==> src/rtl/cpu_6502_addr_seq_pkg.sv <==
// Shared types for the 6502 effective-address sequencer: addressing modes,
// sequencer states, operand-byte tags and the instruction-length helper.
package cpu_6502_addr_seq_pkg;

  typedef enum logic [3:0] {
    IMPLIED           = 4'd0,
    ACCUMULATOR       = 4'd1,
    IMMEDIATE         = 4'd2,
    ZERO_PAGE         = 4'd3,
    ZERO_PAGE_X       = 4'd4,
    ZERO_PAGE_Y       = 4'd5,
    ABSOLUTE          = 4'd6,
    ABSOLUTE_X        = 4'd7,
    ABSOLUTE_Y        = 4'd8,
    INDIRECT_X        = 4'd9,
    INDIRECT_Y        = 4'd10,
    ABSOLUTE_INDIRECT = 4'd11,
    RELATIVE          = 4'd12
  } addressing_mode_t;

  typedef enum logic [2:0] {
    IDLE, OP_LO, OP_HI, PTR_LO, PTR_HI, FIX, DONE
  } addr_seq_state_t;

  // Which byte register the read returning this cycle belongs to.
  typedef enum logic [1:0] {
    BYTE_B0, BYTE_B1, BYTE_LO, BYTE_HI
  } byte_tag_t;

  localparam logic [7:0] ZP_PAGE = 8'h00;

  function automatic logic [1:0] mode_len(addressing_mode_t m);
    case (m)
      IMMEDIATE, ZERO_PAGE, ZERO_PAGE_X, ZERO_PAGE_Y,
      INDIRECT_X, INDIRECT_Y, RELATIVE:                 return 2'd2;
      ABSOLUTE, ABSOLUTE_X, ABSOLUTE_Y, ABSOLUTE_INDIRECT: return 2'd3;
      default:                                          return 2'd1;
    endcase
  endfunction

endpackage

==> src/rtl/cpu_6502_ea_adder.sv <==
// Base + index/offset adder with low-byte carry and zero-page wrapped sum,
// shared by the indexed, indirect and relative address paths.
module cpu_6502_ea_adder #(
  parameter int ADDR_W = 16
) (
  input  logic [ADDR_W-1:0] base,
  input  logic [7:0]        offset,
  input  logic              sext,
  output logic [ADDR_W-1:0] sum,
  output logic              page_cross,
  output logic [7:0]        zp_sum
);

  logic [8:0]        lo_sum;
  logic [ADDR_W-1:0] off_ext;

  assign lo_sum  = {1'b0, base[7:0]} + {1'b0, offset};
  assign off_ext = {{(ADDR_W-8){sext & offset[7]}}, offset};
  assign sum     = base + off_ext;
  assign zp_sum  = lo_sum[7:0];
  // A signed offset can cross downwards without a carry, so compare pages.
  assign page_cross = sext ? (sum[15:8] != base[15:8]) : lo_sum[8];

endmodule

==> src/rtl/cpu_6502_addr_seq.sv <==
// Multi-cycle 6502 effective-address sequencer. Bytes arrive one cycle after
// their read is accepted and are used combinationally in that cycle, then held.
module cpu_6502_addr_seq
  import cpu_6502_addr_seq_pkg::*;
#(
  parameter int ADDR_W       = 16,
  parameter int DATA_W       = 8,
  parameter bit JMP_IND_BUG  = 1'b1,
  parameter bit PAGE_PENALTY = 1'b1
) (
  input  logic              clk,
  input  logic              rst_n,
  input  logic              start_valid,
  output logic              start_ready,
  input  addressing_mode_t  mode,
  input  logic              is_write,
  input  logic [ADDR_W-1:0] pc,
  input  logic [7:0]        x_reg,
  input  logic [7:0]        y_reg,
  input  logic              flush,
  output logic              mem_req,
  output logic [ADDR_W-1:0] mem_addr,
  input  logic              mem_ready,
  input  logic [DATA_W-1:0] mem_rdata,
  output logic              ea_valid,
  input  logic              ea_ready,
  output logic [ADDR_W-1:0] ea,
  output logic              ea_page_cross,
  output logic [1:0]        ea_len,
  output addr_seq_state_t   dbg_state
);

  // Handshakes: start, mem and ea each transfer on valid/req & ready at the
  // rising edge; a requester holds its payload stable until that transfer.

  addr_seq_state_t  state_q, state_d, final_state;
  addressing_mode_t mode_q;
  logic             is_write_q, pend_q, fix_needed;
  logic [ADDR_W-1:0] pc_q, ptr_lo_addr, ptr_hi_addr, ea_calc;
  logic [ADDR_W-1:0] add_base, add_sum;
  logic [7:0]        x_q, y_q, b0_q, b1_q, lo_q, hi_q;
  logic [7:0]        b0, b1, lo, hi, add_off, add_zp, idx;
  logic              add_sext, add_cross, pc_calc;
  byte_tag_t         tag_q, tag_d;

  always_comb begin
    b0 = b0_q;
    b1 = b1_q;
    lo = lo_q;
    hi = hi_q;
    if (pend_q) begin
      case (tag_q)
        BYTE_B0: b0 = mem_rdata;
        BYTE_B1: b1 = mem_rdata;
        BYTE_LO: lo = mem_rdata;
        default: hi = mem_rdata;
      endcase
    end
  end

  assign idx = (mode_q == ZERO_PAGE_X || mode_q == ABSOLUTE_X ||
                mode_q == INDIRECT_X) ? x_q : y_q;

  always_comb begin
    add_base = '0;
    add_off  = 8'h00;
    add_sext = 1'b0;
    case (mode_q)
      ZERO_PAGE_X, ZERO_PAGE_Y, INDIRECT_X: begin
        add_base = ADDR_W'({ZP_PAGE, b0});
        add_off  = idx;
      end
      ABSOLUTE_X, ABSOLUTE_Y: begin
        add_base = ADDR_W'({b1, b0});
        add_off  = idx;
      end
      INDIRECT_Y: begin
        add_base = ADDR_W'({hi, lo});
        add_off  = y_q;
      end
      RELATIVE: begin
        add_base = pc_q + ADDR_W'(2);
        add_off  = b0;
        add_sext = 1'b1;
      end
      default: ;
    endcase
  end

  cpu_6502_ea_adder #(.ADDR_W(ADDR_W)) u_ea_adder (
    .base       (add_base),
    .offset     (add_off),
    .sext       (add_sext),
    .sum        (add_sum),
    .page_cross (add_cross),
    .zp_sum     (add_zp)
  );

  always_comb begin
    ptr_lo_addr = ADDR_W'({b1, b0});
    ptr_hi_addr = JMP_IND_BUG ? ADDR_W'({b1, 8'(b0 + 8'd1)})
                              : ADDR_W'({b1, b0}) + ADDR_W'(1);
    case (mode_q)
      INDIRECT_X: begin
        ptr_lo_addr = ADDR_W'({ZP_PAGE, add_zp});
        ptr_hi_addr = ADDR_W'({ZP_PAGE, 8'(add_zp + 8'd1)});
      end
      INDIRECT_Y: begin
        ptr_lo_addr = ADDR_W'({ZP_PAGE, b0});
        ptr_hi_addr = ADDR_W'({ZP_PAGE, 8'(b0 + 8'd1)});
      end
      default: ;
    endcase
  end

  always_comb begin
    ea_calc = '0;
    pc_calc = 1'b0;
    case (mode_q)
      IMMEDIATE:                 ea_calc = pc_q + ADDR_W'(1);
      ZERO_PAGE:                 ea_calc = ADDR_W'({ZP_PAGE, b0});
      ZERO_PAGE_X, ZERO_PAGE_Y:  ea_calc = ADDR_W'({ZP_PAGE, add_zp});
      ABSOLUTE:                  ea_calc = ADDR_W'({b1, b0});
      INDIRECT_X, ABSOLUTE_INDIRECT: ea_calc = ADDR_W'({hi, lo});
      ABSOLUTE_X, ABSOLUTE_Y, INDIRECT_Y, RELATIVE: begin
        ea_calc = add_sum;
        pc_calc = add_cross;
      end
      default: ;
    endcase
  end

  // The low-byte carry is known when the last read is accepted; the branch
  // offset is not, so branch penalties stay with the execute stage.
  assign fix_needed = PAGE_PENALTY &&
                      (mode_q == ABSOLUTE_X || mode_q == ABSOLUTE_Y ||
                       mode_q == INDIRECT_Y) && (is_write_q || add_cross);
  assign final_state = fix_needed ? FIX : DONE;

  always_comb begin
    state_d  = state_q;
    mem_req  = 1'b0;
    mem_addr = '0;
    tag_d    = BYTE_HI;
    case (state_q)
      IDLE: begin
        if (start_valid) begin
          case (mode)
            ZERO_PAGE, ZERO_PAGE_X, ZERO_PAGE_Y, ABSOLUTE, ABSOLUTE_X,
            ABSOLUTE_Y, INDIRECT_X, INDIRECT_Y, ABSOLUTE_INDIRECT,
            RELATIVE: state_d = OP_LO;
            default:  state_d = DONE;
          endcase
        end
      end
      OP_LO: begin
        mem_req  = 1'b1;
        mem_addr = pc_q + ADDR_W'(1);
        tag_d    = BYTE_B0;
        if (mem_ready) begin
          case (mode_q)
            ABSOLUTE, ABSOLUTE_X, ABSOLUTE_Y,
            ABSOLUTE_INDIRECT:      state_d = OP_HI;
            INDIRECT_X, INDIRECT_Y: state_d = PTR_LO;
            default:                state_d = final_state;
          endcase
        end
      end
      OP_HI: begin
        mem_req  = 1'b1;
        mem_addr = pc_q + ADDR_W'(2);
        tag_d    = BYTE_B1;
        if (mem_ready)
          state_d = (mode_q == ABSOLUTE_INDIRECT) ? PTR_LO : final_state;
      end
      PTR_LO: begin
        mem_req  = 1'b1;
        mem_addr = ptr_lo_addr;
        tag_d    = BYTE_LO;
        if (mem_ready) state_d = PTR_HI;
      end
      PTR_HI: begin
        mem_req  = 1'b1;
        mem_addr = ptr_hi_addr;
        if (mem_ready) state_d = final_state;
      end
      FIX:     state_d = DONE;
      DONE:    if (ea_ready) state_d = IDLE;
      default: state_d = IDLE;
    endcase
    if (flush) state_d = IDLE;
  end

  always_ff @(posedge clk or negedge rst_n) begin
    if (!rst_n) begin
      state_q    <= IDLE;
      mode_q     <= IMPLIED;
      is_write_q <= 1'b0;
      pc_q       <= '0;
      x_q        <= 8'h00;
      y_q        <= 8'h00;
      b0_q       <= 8'h00;
      b1_q       <= 8'h00;
      lo_q       <= 8'h00;
      hi_q       <= 8'h00;
      pend_q     <= 1'b0;
      tag_q      <= BYTE_B0;
    end else begin
      state_q <= state_d;
      pend_q  <= mem_req & mem_ready & ~flush;
      tag_q   <= tag_d;
      if (start_valid && start_ready && !flush) begin
        mode_q     <= mode;
        is_write_q <= is_write;
        pc_q       <= pc;
        x_q        <= x_reg;
        y_q        <= y_reg;
      end
      if (pend_q && !flush) begin
        b0_q <= b0;
        b1_q <= b1;
        lo_q <= lo;
        hi_q <= hi;
      end
    end
  end

  assign start_ready   = (state_q == IDLE);
  assign ea_valid      = (state_q == DONE);
  assign ea            = ea_valid ? ea_calc : '0;
  assign ea_page_cross = ea_valid & pc_calc;
  assign ea_len        = ea_valid ? mode_len(mode_q) : 2'd0;
  assign dbg_state     = state_q;

endmodule

==> config.mk <==
export PLATFORM = sky130hd
export DESIGN_NAME = cpu_6502_addr_seq
export DESIGN_NICKNAME = d
export VERILOG_FILES = /design/src/rtl/cpu_6502_addr_seq_pkg.sv /design/src/rtl/cpu_6502_ea_adder.sv /design/src/rtl/cpu_6502_addr_seq.sv
export SDC_FILE = /design/constraint.sdc
export NUM_CORES = 1
export LEC_CHECK = 0
export BUFFER_PORTS_ARGS = -buffer_cell sky130_fd_sc_hd__buf_2
export CAP_MARGIN = 20
export CELL_PAD_IN_SITES_DETAIL_PLACEMENT = 1
export CELL_PAD_IN_SITES_GLOBAL_PLACEMENT = 2
export CORE_UTILIZATION = 35
export DETAILED_ROUTE_END_ITERATION = 7
export PLACE_DENSITY = 0.81
export SYNTH_ARGS = -nofsm -noshare
export SYNTH_HDL_FRONTEND = slang
export SYNTH_SLANG_ARGS = --single-unit
==> constraint.sdc <==
create_clock -name clk -period 8.73 [get_ports clk]
set_input_delay 1.746 -clock clk [delete_from_list [all_inputs] [get_ports clk]]
set_output_delay 1.746 -clock clk [all_outputs]
set_load 0.01 [all_outputs]
* Word-level counts from Yosys, hierarchy flattened
Memories as Yosys holds them, arrays and structs flattened. Cells that the tools add are included. Widths: inputs -> output; s select.
Cells by class: add/sub/neg operators 6, equal/unequal tests 26, multiplexer cells 33, bitwise logic cells 5, reductions and logical operators 23
Operator list (number):
- $pmux 16 s4 | 2
- $pmux 16 s6 | 1
- $mux 8 | 9
- $pmux 16 s2 | 2
- $mux 3 | 8
- $pmux 8 s3 | 1
- $pmux 3 s7 | 1
- $eq 4x4->1 const B | 5
- $add 16x1->16 const B | 1
- $add 16x16->16 | 1
- $add 16x2->16 const B | 1
- $add 8x1->8 const B | 2
- $eq 4x3->1 const B | 4
- $mux 16 | 1
- $ne 3x3->1 const B | 4
- $reduce_or 4->1 | 3
- $add 8x8->9 | 1
- $eq 3x3->1 const B | 3
- $eq 4x2->1 const B | 2
- $ne 8x8->1 | 1
- $reduce_or 2->1 | 4
- $eq 3x2->1 const B | 2
- $ne 3x2->1 const B | 2
- $pmux 2 s3 | 1
- 16 further kinds | 31
Word-level totals: bits in registers 75, bits in read-only memories 80, input bits 51, output and inout bits 41, memories kept 2
Memories:
- (name not given) | depth 16, bits a word 3, read ports 1, clocked after memory_dff 0, wr ports 0, line cpu_6502_addr_seq.sv:148 | case (mode)
- (name not given) | depth 16, bits a word 2, read ports 1, clocked after memory_dff 0, wr ports 0, line cpu_6502_addr_seq_pkg.sv:33 | case (m)

* Longest topological paths before layout
depth after elaboration 16, depth in mapped cells 19

* Modules after synthesis
A second synthesis with hierarchy kept.
Second synthesis, totals: cell total of the unflattened synthesis 772, area, all modules 6780.3 µm²
Modules (own cells, without submodules):
- cpu_6502_addr_seq | times used 1, cells an instance 681, area each 6058.3 µm², sequential area each 1876.8 µm²
- cpu_6502_ea_adder | times used 1, cells an instance 91, area each 721.9 µm², sequential area each 0.0 µm²

* Worst setup path before layout
OpenSTA, ideal clock, no wires.
path kind input to output, from input mem_rdata[0], to output mem_addr[7], data arrival time 4.414 ns, slack 2.570 ns, cell stages on the path 14, path through mux2i_1 nor2_1 a221o_1 ha_1 inv_1 fa_1 and2b_1 o2111a_1 nor3_1 xor2_1 nor4_1 o211a_1 a211oi_1 o21ai_1
On the way: longest elaborated chain between the ends 7, elaborated cells on any way between the ends 12, classes of those cells add/sub (3); mux (9)
Ends and longest elaborated chain:
- start: declaration | line cpu_6502_addr_seq.sv:24 | input logic [DATA_W-1:0] mem_rdata,
- $mux 8 | line cpu_6502_addr_seq.sv:52 | case (tag_q)
- $mux 8 | line cpu_6502_addr_seq.sv:51 | if (pend_q) begin
- $pmux 16 s4 / $pmux 8 s3 (equally long branches) | line cpu_6502_addr_seq.sv:68 | case (mode_q)
- $add 8x8->9 | line cpu_6502_ea_adder.sv:17 | assign lo_sum = {1'b0, base[7:0]} + {1'b0, offset};
- $add 8x1->8 | line cpu_6502_addr_seq.sv:106 | ptr_hi_addr = ADDR_W'({ZP_PAGE, 8'(add_zp + 8'd1)});
- $pmux 16 s2 | line cpu_6502_addr_seq.sv:103 | case (mode_q)
- $pmux 16 s4 (*) | line cpu_6502_addr_seq.sv:145 | case (state_q)
- end: declaration | line cpu_6502_addr_seq.sv:22 | output logic [ADDR_W-1:0] mem_addr,
Every way passes the cells marked *; elsewhere a longest branch is shown, timed or not.

* Final worst setup path
from register mode_q[0], to output mem_addr[7]
On the way: longest elaborated chain between the ends 9, elaborated cells on any way between the ends 20, classes of those cells add/sub (2); eq/ne (7); mux (6); reduce/logical (5)
Ends and longest elaborated chain:
- start: declaration | line cpu_6502_addr_seq.sv:37 | addressing_mode_t mode_q;
- start signal: assignment | line cpu_6502_addr_seq.sv:213 | mode_q <= mode;
- $eq 4x3->1 | line cpu_6502_addr_seq.sv:61, cpu_6502_addr_seq.sv:68
- $logic_or 1x1->1 (2 in series) | line cpu_6502_addr_seq.sv:61 | assign idx = (mode_q == ZERO_PAGE_X || mode_q == ABSOLUTE_X ||
- $mux 8 | line cpu_6502_addr_seq.sv:62 | mode_q == INDIRECT_X) ? x_q : y_q;
- $pmux 8 s3 | line cpu_6502_addr_seq.sv:68
- $add 8x8->9 | line cpu_6502_ea_adder.sv:17
- $add 8x1->8 | line cpu_6502_addr_seq.sv:106
- $pmux 16 s2 | line cpu_6502_addr_seq.sv:103
- $pmux 16 s4 (*) | line cpu_6502_addr_seq.sv:145
Marks and branches as above.

==> results_dict.tcl <==
set metrics [dict create \
    fmax_ghz 0.1410 \
    powerDensity_nw_per_um2 344.2 \
    pre_cts_slack_ps 1882 \
    grt_pass1_wl_um 39350 \
    cts_root_buf "clkbuf_16" \
    power_leakage_nw 3.392 \
    rows 50 \
    status "completed" \
    drt_iter0_markers 529 \
    cap_violations 0 \
    io_buffers 91 \
    cts.repair.resized 0 \
    fillCellCount 2224 \
    synth_cell_types 86 \
    slew_viol_final 0 \
    dp_hpwl_um 20210 \
    fp.dieArea_um2 19640 \
    tritoncts "done" \
    numCtsBuffers 9 \
    timing.final.ws_setup_ps 1638 \
    clkSinkCount 75 \
    critPathCaptureType "output pin" \
    netlist_instances 747 \
    crit_slowest_cell "nor3b_4" \
    cts_setup_buffers 0 \
    peakVddDrop_mv 0.1743 \
    syn_to_final_growth_pct 15.17 \
    grt_pass1_vias 6597 \
    final_cell_area_um2 7694 \
    layout_common_cells "buf_2 (90), dfrtp_1 (75), nand2_1 (71), nor2_1 (63), mux2_2 (48)" \
    arrival_ps 5350 \
    synth_edf_count 0 \
    overflow 0 \
    hold_viol_final 0 \
    synth-main-ff-cell "dfrtp_1" \
    core_region_area_um2 18710 \
    viasPerCell 6.059 \
    worstPathMaxFanout 12 \
    final_common_cell "buf_2" \
    drive_gt1_share_pct 25.24 \
    rsz0062_at_grt "false" \
    cp-start-kind "flip-flop" \
    clk_path_buf_depth 2 \
    drtPass1Iterations 5 \
    clkTransAtPathRegs_ps 60 \
    yosys_register_bits 75 \
    worstSetupPathType "reg2out" \
    cp_slowest_stage_delay_ps 480 \
    drc 0 \
    cts_hold_buf 0 \
    critPathTopFamily "simple AND/OR/NAND/NOR gates" \
    async_flop_share_pct 100.0 \
    drt-total-wl_um 25970 \
    io_pins 92 \
    detail-route-antenna-nets 0 \
    finalSetupTns_ps 0 \
    place_congestion 0.9262 \
    hp-class "reg2reg" \
    die_x_um 140.2 \
    placed_cell_area_um2 7326 \
    cp.required_ps 6980 \
    timing.final.crit_share_pct 81.24 \
    yosysSeqAreaShare_pct 28.10 \
    synth_warnings 0 \
    vias 6410 \
    crit_buf_inv 4 \
    finalSetupViolCount 0 \
    netlist_area_um2 6680 \
    cts.htree.levels 3 \
    grt_usage_pct 26.77 \
    period_minus_slack_ps 7092 \
    grt_max_degree 76 \
    clock_latency_ps 350 \
    cp_cell_sequence "inv_1, ha_1, nand2_1, a2bb2oi_2, buf_4, nor3b_4, o21ai_2, a221o_1, ha_1, inv_1, fa_1, and2b_1, o2111a_1, nor3_1, xor2_1, nor4_1, nor4_1, a211oi_1, o21ai_1, buf_2" \
    avgSynthCellArea_um2 8.943 \
    finalNetCount 897 \
    antenna_found_initial 0 \
    start_util_pct 35.71 \
    die_h_um 140.2 \
    finalPower_mw 2.648 \
    tightest_slew_ps 1085 \
    syn_nets 824 \
    n_antenna_cell 0 \
    clock_skew_ps 6.522 \
    relSlewSlack_pct 27.34 \
    post-route-util_pct 41.13 \
    post_drt_wl_per_cell_um 24.55 \
]
## report_power, final
group          switching (mW)  internal, mW  total [mW]
Combinational           0.970         0.575        1.54
Sequential              0.194         0.475       0.669
Clock                   0.156         0.279       0.435
Total                    1.32          1.33        2.65
## cells in the mapped netlist (3+ instances only)
| cell type | instances | area (µm²) |
|---|---|---|
| a211o_1 | 3 | 26.28 |
| a211oi_1 | 4 | 30.03 |
| a21oi_1 | 33 | 165.2 |
| a221o_1 | 11 | 110.1 |
| a221oi_1 | 15 | 131.4 |
| a22oi_1 | 3 | 22.52 |
| a311oi_1 | 3 | 26.28 |
| and2_1 | 5 | 31.28 |
| and3_1 | 7 | 43.79 |
| buf_2 | 12 | 60.06 |
| buf_4 | 3 | 22.52 |
| clkbuf_1 | 25 | 93.84 |
| dfrtp_1 | 75 | 1877 |
| ha_1 | 25 | 312.8 |
| inv_1 | 21 | 78.83 |
| mux2_2 | 48 | 540.5 |
| mux2i_1 | 32 | 320.3 |
| nand2_1 | 71 | 266.5 |
| nand2b_1 | 4 | 25.02 |
| nand3_1 | 16 | 80.08 |
| nand3b_1 | 4 | 30.03 |
| nand4_1 | 4 | 25.02 |
| nor2_1 | 63 | 236.5 |
| nor3_1 | 17 | 85.08 |
| nor3_2 | 3 | 30.03 |
| nor4_1 | 6 | 37.54 |
| o211ai_1 | 4 | 30.03 |
| o21a_1 | 3 | 22.52 |
| o21ai_0 | 43 | 215.2 |
| o21ai_1 | 5 | 25.02 |
| o21ai_2 | 6 | 52.55 |
| o221ai_1 | 12 | 105.1 |
| o22a_1 | 10 | 87.58 |
| o22ai_1 | 28 | 175.2 |
| o31ai_1 | 3 | 22.52 |
| o32ai_1 | 3 | 26.28 |
| or2_2 | 3 | 18.77 |
| xnor2_1 | 26 | 227.7 |
| xor2_1 | 25 | 219.0 |
## area by class of cell
class | instances | area, µm² | share of cell area [%]
Tap cell | 234 | 292.8 | 3.805
Inverter | 21 | 78.83 | 1.025
Clock buffer | 9 | 225.2 | 2.927
Multi-Input combinational cell | 608 | 4522 | 58.77
Timing Repair Buffer | 105 | 583.1 | 7.578
Sequential cell | 75 | 1877 | 24.39
Clock inverter | 6 | 115.1 | 1.496
## flip-flops by register name (all words and copies together) (netlist names), 4 cells and up
register / flops
pc_q: 16
b0_q: 8
b1_q: 8
hi_q: 8
lo_q: 8
x_q: 8
y_q: 8
mode_q: 4
## worst min-delay path: stages, from the launching register on
cell     delay (ps)
dfrtp_1         340
nand2_1          50
o21ai_0          60
## kinds of logic (layout without fill, tap and decap cells)
| group | count (synthesis) | count (layout) | share of synthesized area, % |
|---|---|---|---|
| AOI/OAI and AO/OA | 213 | 213 | 23.11 |
| xor gates and xnor gates | 54 | 54 | 7.736 |
| adders and majority gates | 26 | 26 | 4.982 |
| buffers and inverters | 64 | 141 | 4.214 |
| DFF | 75 | 75 | 28.10 |
| muxes | 83 | 83 | 13.64 |
| and+or+nand+nor | 232 | 232 | 18.22 |
## routing by layer
metal  routed length (µm)  track usage [%]  vias to the layer above
met4                  638            9.659                        0
met5                    0                0                        -
met3                 1653            4.581                       45
li1                     -                -                     2946
met1                11600            35.38                     3193
met2                12080            43.84                      226
## path summary, 6_finish.rpt
| path | start | endpoint | slack [ps] | cells after the start |
|---|---|---|---|---|
| min | b1_q[3] | b1_q[3] | 480 | 2 |
| max | mode_q[0] | mem_addr[7] | 1640 | 20 |
| max in group asynchronous | rst_n | x_q[4] | 6910 | 2 |
| min reg2reg | b1_q[3] | b1_q[3] | 480 | 2 |
| min in group asynchronous | rst_n | dbg_state[2] | 1220 | 1 |
| max reg2reg | mode_q[2] | dbg_state[0] | 3690 | 16 |
## metrics by stage
step | hold slack [ps] | cells
2_1_floorplan | 449.2 | 747
3_3_place_gp | 461.6 | 1042
3_5_place_dp | 470.0 | 1042
4_1_cts | 484.0 | 1057
5_1_grt | 508.1 | 1058
6_report | 483.2 | 1058
(Power assumes the default switching activity.)
